===== src/rtl/fp_addsub_issue.sv =====
// FADD.S/FSUB.S issue/retire stage: request FIFO in front of the external
// combinational adder, IEEE special-case resolution, registered writeback.
module fp_addsub_issue #(
    parameter int DEPTH = 2,
    parameter int TAGW  = 5
) (
    input  logic                       clk,
    input  logic                       rst,
    input  logic                       flush,
    input  logic                       req_valid,
    output logic                       req_ready,
    input  logic                       req_op,
    input  logic [31:0]                req_a,
    input  logic [31:0]                req_b,
    input  logic [TAGW-1:0]            req_rd,
    output logic                       add_fpop,
    output logic [31:0]                add_data1,
    output logic [31:0]                add_data2,
    input  logic [31:0]                add_result,
    output logic                       wb_valid,
    input  logic                       wb_ready,
    output logic [TAGW-1:0]            wb_rd,
    output logic [31:0]                wb_data,
    output logic [1:0]                 wb_flags,
    output logic [$clog2(DEPTH):0]     fifo_count
);
    localparam int PW = $clog2(DEPTH);
    localparam int CW = PW + 1;

    logic            mem_op [DEPTH];
    logic [31:0]     mem_a  [DEPTH];
    logic [31:0]     mem_b  [DEPTH];
    logic [TAGW-1:0] mem_rd [DEPTH];

    logic [PW-1:0] head, tail;
    logic [CW-1:0] count;
    logic          empty, push, pop;

    assign empty      = (count == '0);
    assign req_ready  = (count != CW'(DEPTH));
    assign push       = req_valid && req_ready && !flush;
    assign pop        = !empty && (!wb_valid || wb_ready);
    assign fifo_count = count;

    assign add_fpop  = empty ? 1'b0  : mem_op[head];
    assign add_data1 = empty ? 32'h0 : mem_a[head];
    assign add_data2 = empty ? 32'h0 : mem_b[head];

    logic [31:0] op_a, op_b;
    logic [7:0]  ea, eb, er;
    logic        a_nan, b_nan, a_inf, b_inf, a_zero, b_zero, wrap;
    logic [31:0] res_data;
    logic        res_nv, res_of;

    always_comb begin
        op_a   = add_data1;
        op_b   = {add_data2[31] ^ add_fpop, add_data2[30:0]};
        ea     = op_a[30:23];
        eb     = op_b[30:23];
        er     = add_result[30:23];
        a_nan  = (ea == 8'hFF) && (op_a[22:0] != '0);
        b_nan  = (eb == 8'hFF) && (op_b[22:0] != '0);
        a_inf  = (ea == 8'hFF) && (op_a[22:0] == '0);
        b_inf  = (eb == 8'hFF) && (op_b[22:0] == '0);
        a_zero = (ea == 8'h00);
        b_zero = (eb == 8'h00);
        // Same-sign sum at the top binade must stay at FE or go to inf;
        // anything else means the adder's exponent wrapped.
        wrap   = (op_a[31] == op_b[31]) && ((ea == 8'hFE) || (eb == 8'hFE))
                 && (er != 8'hFE);
        res_data = add_result;
        res_nv   = 1'b0;
        res_of   = 1'b0;
        if (a_nan || b_nan) begin
            res_data = 32'h7FC00000;
            res_nv   = (a_nan && !op_a[22]) || (b_nan && !op_b[22]);
        end else if (a_inf && b_inf && (op_a[31] != op_b[31])) begin
            res_data = 32'h7FC00000;
            res_nv   = 1'b1;
        end else if (a_inf) begin
            res_data = op_a;
        end else if (b_inf) begin
            res_data = op_b;
        end else if (a_zero && b_zero) begin
            res_data = {op_a[31] & op_b[31], 31'h0};
        end else if (a_zero) begin
            res_data = op_b;
        end else if (b_zero) begin
            res_data = op_a;
        end else if ((op_a[30:0] == op_b[30:0]) && (op_a[31] != op_b[31])) begin
            res_data = 32'h0;
        end else if ((er == 8'hFF) || wrap) begin
            res_data = {add_result[31], 8'hFF, 23'h0};
            res_of   = 1'b1;
        end else if (er == 8'h00) begin
            res_data = {add_result[31], 31'h0};
        end
    end

    always_ff @(posedge clk) begin
        if (push) begin
            mem_op[tail] <= req_op;
            mem_a[tail]  <= req_a;
            mem_b[tail]  <= req_b;
            mem_rd[tail] <= req_rd;
        end
    end

    always_ff @(posedge clk) begin
        if (rst) begin
            head     <= '0;
            tail     <= '0;
            count    <= '0;
            wb_valid <= 1'b0;
            wb_rd    <= '0;
            wb_data  <= '0;
            wb_flags <= '0;
        end else if (flush) begin
            head     <= '0;
            tail     <= '0;
            count    <= '0;
            wb_valid <= 1'b0;
        end else begin
            if (push) tail <= tail + PW'(1);
            if (pop)  head <= head + PW'(1);
            count <= count + CW'(push) - CW'(pop);
            if (pop) begin
                wb_valid <= 1'b1;
                wb_rd    <= mem_rd[head];
                wb_data  <= res_data;
                wb_flags <= {res_nv, res_of};
            end else if (wb_ready) begin
                wb_valid <= 1'b0;
            end
        end
    end
endmodule

===== config.mk =====
export PLATFORM = sky130hd
export DESIGN_NAME = fp_addsub_issue
export DESIGN_NICKNAME = d
export VERILOG_FILES = /design/src/rtl/fp_addsub_issue.sv
export SDC_FILE = /design/constraint.sdc
export NUM_CORES = 1
export LEC_CHECK = 0
export ABC_AREA = 1
export CORE_ASPECT_RATIO = 0.75
export CORE_MARGIN = 2
export CORE_UTILIZATION = 52
export DETAILED_ROUTE_END_ITERATION = 6
export GPL_TIMING_DRIVEN = 0
export PLACE_DENSITY = 0.82
export SETUP_SLACK_MARGIN = 0.05
export SLEW_MARGIN = 30
export SYNTH_ARGS = -nofsm -noshare
export SYNTH_HDL_FRONTEND = slang
export SYNTH_SLANG_ARGS = --single-unit

===== constraint.sdc =====
create_clock -name clk -period 5.2 [get_ports clk]
set_clock_uncertainty 0.15 [all_clocks]
set_input_delay 1.04 -clock clk [delete_from_list [all_inputs] [get_ports clk]]
set_output_delay 1.04 -clock clk [all_outputs]
set_load 0.01 [all_outputs]

## Word-level counts from Yosys, hierarchy flattened

Memory sizes are Yosys's and may differ from the RTL's. A register that Yosys moved wholly into a read port is not among the register bits.
Cells that the tools add are included.

| storage, ports and cells | value |
|---|---|
| bits in registers | 39 |
| RAM bits | 140 |
| output and inout bits | 108 |
| word-level logic and storage cells | 97 |
| memories | 4 |

| cells by class | value |
|---|---|
| add/subtract/negate cells | 4 |
| eq/ne operators | 10 |
| multiplexer cells | 34 |
| bitwise logic cells | 3 |
| reductions and logical operators | 36 |

Memory list:

| memory | words | width | read ports | clocked after Yosys merged registers in | write ports | RTL line | text |
|---|---|---|---|---|---|---|---|
| mem_a | 2 | 32 | 1 | 1 | 1 | 31 | `logic [31:0] mem_a [DEPTH];` |
| mem_b | 2 | 32 | 1 | 1 | 1 | 32 | `logic [31:0] mem_b [DEPTH];` |
| mem_rd | 2 | 5 | 1 | 1 | 1 | 33 | `logic [TAGW-1:0] mem_rd [DEPTH];` |
| mem_op | 2 | 1 | 1 | 1 | 1 | 30 | `logic mem_op [DEPTH];` |

Operator list:

| operator | count |
|---|---|
| $mux 32 | 10 |
| $mux 31 | 2 |
| $logic_not 23->1 | 2 |
| $reduce_bool 23->1 | 2 |
| $eq 8x8->1 const B | 5 |
| $eq 31x31->1 | 1 |
| $logic_not 8->1 | 3 |
| $mux 1 | 22 |
| $logic_and 1x1->1 | 15 |
| $ne 8x8->1 const B | 1 |
| $logic_not 1->1 | 5 |
| $logic_or 1x1->1 | 5 |
| $add 1x1->1 const B | 2 |
| $add 2x1->2 | 1 |
| $logic_not 2->1 | 1 |
| $ne 2x2->1 const B | 1 |
| $reduce_and 2->1 | 1 |
| $reduce_bool 2->1 | 1 |
| $reduce_or 2->1 | 1 |
| $sub 2x1->2 | 1 |
| $and 1x1->1 | 1 |
| $eq 1x1->1 | 1 |
| $ne 1x1->1 | 1 |
| $not 1->1 | 1 |
| $xor 1x1->1 | 1 |

## Depth between registers and ports, before layout

Gate-level depths: netlist of the first run.

| depth | value |
|---|---|
| depth after elaboration | 16 |
| mapped depth | 21 |
| mapped depth without buffers | 18 |

## Least setup slack after synthesis of the first run

Ideal clock, no wire load.

| timing | value |
|---|---|
| path type | in2reg |
| from | input flush |
| to | memory mem_a[0][0] (enable) |
| arrival time | 4205 ps |
| path slack | 346 ps |
| stages on the path | 2 |
| buffers on the path | 0 |
| cells stage by stage | nand3b_1 nor2_1 |

| on the way | value |
|---|---|
| word-level cells in the longest chain between the ends | 4 |

RTL lines:

| item | RTL line | text |
|---|---|---|
| from (decl) | 9 | `input logic flush,` |
| $logic_not 1->1 | 41 | `assign push = req_valid && req_ready && !flush;` |
| $logic_and 1x1->1 | 41 |  |
| $mux 1 | 101 | `if (push) begin` |
| $mux 1 (implied by the code) | 103 | `mem_a[tail] <= req_a;` |
| to (decl) | 31 |  |

No other way between the ends.

==> flow_summary.json, run 1 <==
{
  "synth.distinct_cells": 34,
  "max_slew_margin_pct": 47.4,
  "worst_slew_pin_slew_ns": 0.783,
  "crit_top_cell": "buf_4",
  "place_area_sq_um": 12500,
  "vias": 9852,
  "cp-start-kind": "flip-flop",
  "setup_viol_count_final": 0,
  "dr.pass1.iters": 7,
  "cp_top_family": "buffers and inverters",
  "cts_tree": "yes",
  "cts_buffers": 17,
  "status": "finished, violations left",
  "fill_cells": 1465,
  "ios": 215,
  "crit_slowest_cell": "clkdlybuf4s50_1",
  "cts_setup_buffers": 0,
  "post-route-util_pct": 70.7,
  "drive_gt1_share_pct": 8.14,
  "ir_drop_uv": 193,
  "rows": 43,
  "design_area_sq_um": 13100,
  "vias_per_cell": 5.53,
  "crit_type": "reg -> out",
  "ys_ff_latch": 185,
  "antenna_found_initial": 0,
  "place_ws_ns": 1.27,
  "p_per_area_nw_per_um2": 332,
  "mostFrequentLayoutCells": "nand2_1, clkdlybuf4s50_1, inv_1",
  "hold_path_class": "reg -> reg",
  "cts_root_buf": "clkbuf_16",
  "grt_pass1_vias": 9167,
  "fin_crit_sh_pct": 81.4,
  "initial_utilization_pct": 53.2,
  "gp_congestion": 0.951,
  "yosysSeqAreaShare_pct": 51.7,
  "synth_edf_count": 140,
  "io_buffers": 213,
  "fin_crit_ns": 4.23,
  "critical_path.max_stage_delay_ns": 0.68,
  "p_leak_nw": 6.08,
  "syn_area_sq_um": 9880,
  "yosys_warnings": 0,
  "synth.avg_cell_area_sq_um": 7.70,
  "end_kind": "output pin",
  "async_flop_share_pct": 0,
  "crit_arrival_ns": 3.04,
  "die_w_um": 163,
  "path_cells": "buf_4, buf_4, buf_2, nor2_1, nor3_1, clkdlybuf4s50_1",
  "cts_hold_buf": 0,
  "rsz0062_at_grt": "no",
  "clk_pin_slew_worst_paths_ns": 0.08,
  "setup_ws_ns": 0.969,
  "crit_buf_inv": 4,
  "drc": 5,
  "netlist_instances": 1284,
  "cts.path.max_buffers": 2,
  "required_ns": 4.01,
  "die_area_sq_um": 20100,
  "routedWlPerCell_um": 19.6,
  "insertion_delay_ns": 0.45,
  "failed_checks": "DRC",
  "grt_overflow": 0,
  "core_sq_um": 18600,
  "h-tree-depth": 4,
  "grt_pass1_wl_um": 51300,
  "nNetsFinal": 1632,
  "totalWireLength_um": 34900,
  "layout.cells.most_common": "nand2_1",
  "synth-main-ff-cell": "edfxtp_1",
  "max_cap_violations": 0,
  "detailed_place_hpwl_um": 27400,
  "grt_max_degree": 25,
  "synth_nets": 1394,
  "track_usage_pct": 34.9,
  "crit_path_max_fanout": 11,
  "fmax_mhz": 236,
  "cts_resized": 0,
  "area_growth_pct": 32.8,
  "drt_iter0_markers": 1358,
  "finalHoldViolations": 0,
  "die_h_um": 123,
  "cts_sinks": 185,
  "antenna_left": 0,
  "drv_slew": 0
}
cell type report:
cell class	count	area, sq um	share of cell area [%]
antenna	1	2.50	0.0191
buffer	63	365	2.78
clock buffer	17	425	3.24
clock inverter	15	189	1.44
inverter	196	736	5.61
multi-input combinational	840	3690	28.1
sequential	185	5100	38.9
tap	247	309	2.36
timing repair buffer	219	2300	17.5
kinds of logic (layout without fill, tap and decap cells):
group | count (synthesis) | count (layout) | share of synthesized area (%)
simple gates | 710 | 710 | 30.0
xor+xnor | 2 | 2 | 0.177
buf+inv | 259 | 510 | 11.1
other cells | 0 | 1 | 0
flops | 185 | 185 | 51.7
fa+ha+maj | 3 | 3 | 0.380
compound gates | 125 | 125 | 6.70
layer usage:
layer	part of all wire, %	GRT usage [%]
met4	2.4	11.0
met3	12	11.1
met1	42	48.0
met5	0	0
met2	43	53.0
sequential cells by signal (all words and copies together), names as in the netlist, named ones only:
| register | count |
|---|---|
| fifo_count | 2 |
| head | 1 |
| mem_a | 64 |
| mem_b | 64 |
| mem_op | 2 |
| mem_rd | 10 |
| tail | 1 |
| wb_data | 32 |
| wb_flags | 2 |
| wb_rd | 5 |
| wb_valid | 1 |
synth_stat cells (7+ instances only):
cell,count,share of area [%]
inv_1,165,6.3
buf_2,19,0.96
clkbuf_1,22,0.84
inv_2,29,1.1
nor2_1,124,4.7
o21ai_0,53,2.7
a21oi_1,42,2.1
o21a_1,7,0.53
nand2_1,427,16
nand4_1,38,2.4
buf_6,7,0.80
dfxtp_1,45,9.1
edfxtp_1,140,43
o21ai_1,13,0.66
nand3_1,87,4.4
buf_4,14,1.1
nor2_2,7,0.44
nor3_1,12,0.61
worst paths after layout:
path | slack [ns] | depth (start not counted) | from | endpoint
worst max-delay path | 0.97 | 6 | flip-flop | add_data1[31]
worst min-delay path | 0.32 | 2 | wb_data[0] | wb_data[0]
worst max register to register | 1.14 | 21 | flip-flop | wb_data[31]
worst min register to register | 0.32 | 2 | wb_data[0] | wb_data[0]
per-stage QoR:
stage / setup TNS, ns / total power [W] / std cells / hold WS, ns
2_1_floorplan: 0 / 0.00249 / 1284 / 0.309
3_5_place_dp: 0 / 0.00300 / 1750 / 0.309
5_1_grt: 0 / 0.00454 / 1782 / 0.334
6_report: 0 / 0.00435 / 1783 / 0.317
4_1_cts: 0 / 0.00432 / 1782 / 0.320
3_3_place_gp: -267.27 / 0.00298 / 1744 / 0.305
worst register-to-register path: cells and delay by family, from the launching register on:
family | cells | cell delay [ns]
flip-flops | 1 | 0.39
AND/OR/NAND/NOR | 12 | 1.20
adder cells (fa/ha/maj) | 1 | 0.39
AO/OA/AOI/OAI | 2 | 0.21
XOR/XNOR | 1 | 0.50
buffers and inverters | 5 | 1.10
report_power, final:
part	internal, W	switching (W)
combinational	0.000492	0.000856
clock	0.000658	0.000682
sequential	0.00164	0.0000204
Power figures use the tool's default switching activity.
==> run 2, diff against run 1 <==
clock period = 4 ns   (was 5.2 ns; I/O delays follow)
==> flow_summary.json, run 2 (same netlist as run 1, synthesis figures left out) <==
{
  "status": "finished, violations left",
  "failed_checks": "DRC",
  "gp_congestion": 0.951,
  "worst_slew_pin_slew_ns": 0.731,
  "fill_cells": 1463,
  "drc": 9,
  "grt_pass1_wl_um": 51300,
  "cts_root_buf": "clkbuf_16",
  "mostFrequentLayoutCells": "nand2_1, clkdlybuf4s50_1, inv_1",
  "p_switching_w": 0.00203,
  "required_ns": 3.05,
  "grt_max_degree": 25,
  "ios": 215,
  "diodes": 0,
  "cts_hold_buf": 0,
  "cts_sinks": 185,
  "finalHoldViolations": 0,
  "end_kind": "output pin",
  "cp-start-kind": "flip-flop",
  "grt_util_met1_pct": 48.0,
  "multi_input_area_sq_um": 3700,
  "met3_usage_pct": 11.1,
  "cts.path.max_buffers": 2,
  "track_usage_pct": 34.9,
  "p_int_w": 0.00364,
  "drive_gt1_share_pct": 8.34,
  "h-tree-depth": 4,
  "regArea_sq_um": 5100,
  "setup_viol_count_final": 0,
  "vias_per_cell": 5.52,
  "clk_pin_slew_worst_paths_ns": 0.08,
  "fmax_mhz": 265,
  "grt_pass1_vias": 9167,
  "crit_path_max_fanout": 19,
  "power.share.sequential_pct": 38.2,
  "p_leak_nw": 6.08,
  "io_buffers": 213,
  "antenna_left": 0,
  "dr.pass1.iters": 7,
  "initial_utilization_pct": 53.2,
  "p_per_area_nw_per_um2": 431,
  "p_total_w": 0.00567,
  "antenna_found_initial": 0,
  "hold_path_class": "reg -> reg",
  "grt_busiest_layer": "met2",
  "detailed_place_hpwl_um": 27400,
  "area_growth_pct": 32.9,
  "ir_drop_uv": 247,
  "hold_path_end": "wb_data[0]",
  "crit_arrival_ns": 2.82,
  "crit_type": "reg -> out",
  "p_comb_share_pct": 31.0,
  "finalSetupTns_ns": 0,
  "core_sq_um": 18600,
  "vias": 9835,
  "die_area_sq_um": 20100,
  "grt_overflow": 0,
  "r2r-end": "wb_data[31]",
  "max_slew_margin_pct": 51.3,
  "fin_crit_sh_pct": 94.3,
  "totalWireLength_um": 34900,
  "nNetsFinal": 1632,
  "top_regs": "mem_a: 64 flops, mem_b: 64 flops, wb_data: 32 flops",
  "p_clk_share_pct": 30.8,
  "routedWlPerCell_um": 19.6,
  "layout.cells.most_common": "nand2_1",
  "whs_path_depth": 2,
  "drv_slew": 0,
  "grt_util_met2_pct": 53.0,
  "insertion_delay_ns": 0.45,
  "max_cap_violations": 0,
  "min-delay-start": "wb_data[0]",
  "drt_iter0_markers": 1225,
  "hold_ws_ns": 0.317,
  "cts_buffers": 17,
  "die_w_um": 163,
  "die_h_um": 123,
  "rsz0062_at_grt": "no",
  "fin_crit_ns": 3.77,
  "reg2regPathDepth": 21,
  "rows": 43,
  "swShare_pct": 35.8,
  "cts_tree": "yes",
  "r2r_slack_ns": 0.37
}
run 2: cell type report:
class / instances / share of cell area (%)
flip-flops and latches: 185 / 38.9
clock buffers: 17 / 3.24
inverters: 196 / 5.60
well taps: 247 / 2.35
plain buffers: 62 / 2.75
clock inverters: 15 / 1.44
repair buffers: 220 / 17.5
multi-input cells: 840 / 28.2
run 2: critical path, stage by stage (launching register included):
cell and delay (ns):
dfxtp_1 0.40, buf_4 0.23, buf_4 0.32, nand2_1 0.13, a21oi_1 0.62, clkdlybuf4s50_1 0.67
run 2: worst max path at each step:
stage                         start           end  slack, ns  cells past startpoint
after floorplan               flush   mem_a[0][0]      -0.61                      2
after global placement        flush   mem_a[1][8]      -2.91                      3
after detailed placement  flip-flop   wb_data[29]       0.07                     21
after CTS                 flip-flop   wb_data[29]       0.05                     21
after global routing      flip-flop   wb_data[31]       0.10                     21
final                     flip-flop  add_data1[1]       0.23                      5
run 2: through the flow:
stage	instances	utilization, %	worst slack (ns)	instance area, sq um
global placement	1744	66.4	-2.91	12300
global route	1782	70.8	0.102	13100
finish	1782	70.8	0.229	13100
floorplan	1284	-	-0.614	9880
detailed placement	1750	67.4	0.0714	12500
CTS	1782	70.7	0.0516	13100
run 2: power by group through the flow:
stage	Sequential, W	Combinational, W	Clock (W)
floorplan	0.00222	0.00102	0
global placement	0.00221	0.00167	0
detailed placement	0.00221	0.00170	0
CTS	0.00216	0.00171	0.00174
global route	0.00217	0.00192	0.00181
finish	0.00216	0.00176	0.00175
run 2: routing by layer:
layer | wire length [um] | up-vias
met4 | 842 | 0
met1 | 14600 | 4531
met3 | 4310 | 82
li1 | - | 4579
met5 | 0 | -
met2 | 15100 | 643
run 2: what timing repair did:
item	4_1_cts	5_1_grt
resized for setup	1	3
pin swaps	0	1
endpoints found under the setup margin	1	33
buffers inserted	0	1
==> run 3, diff against run 2 <==
SKIP_LAST_GASP = 1   (was not set)
==> results of run 3 <==
No change in the layout: final DEF, timing and power equal those of run 2.
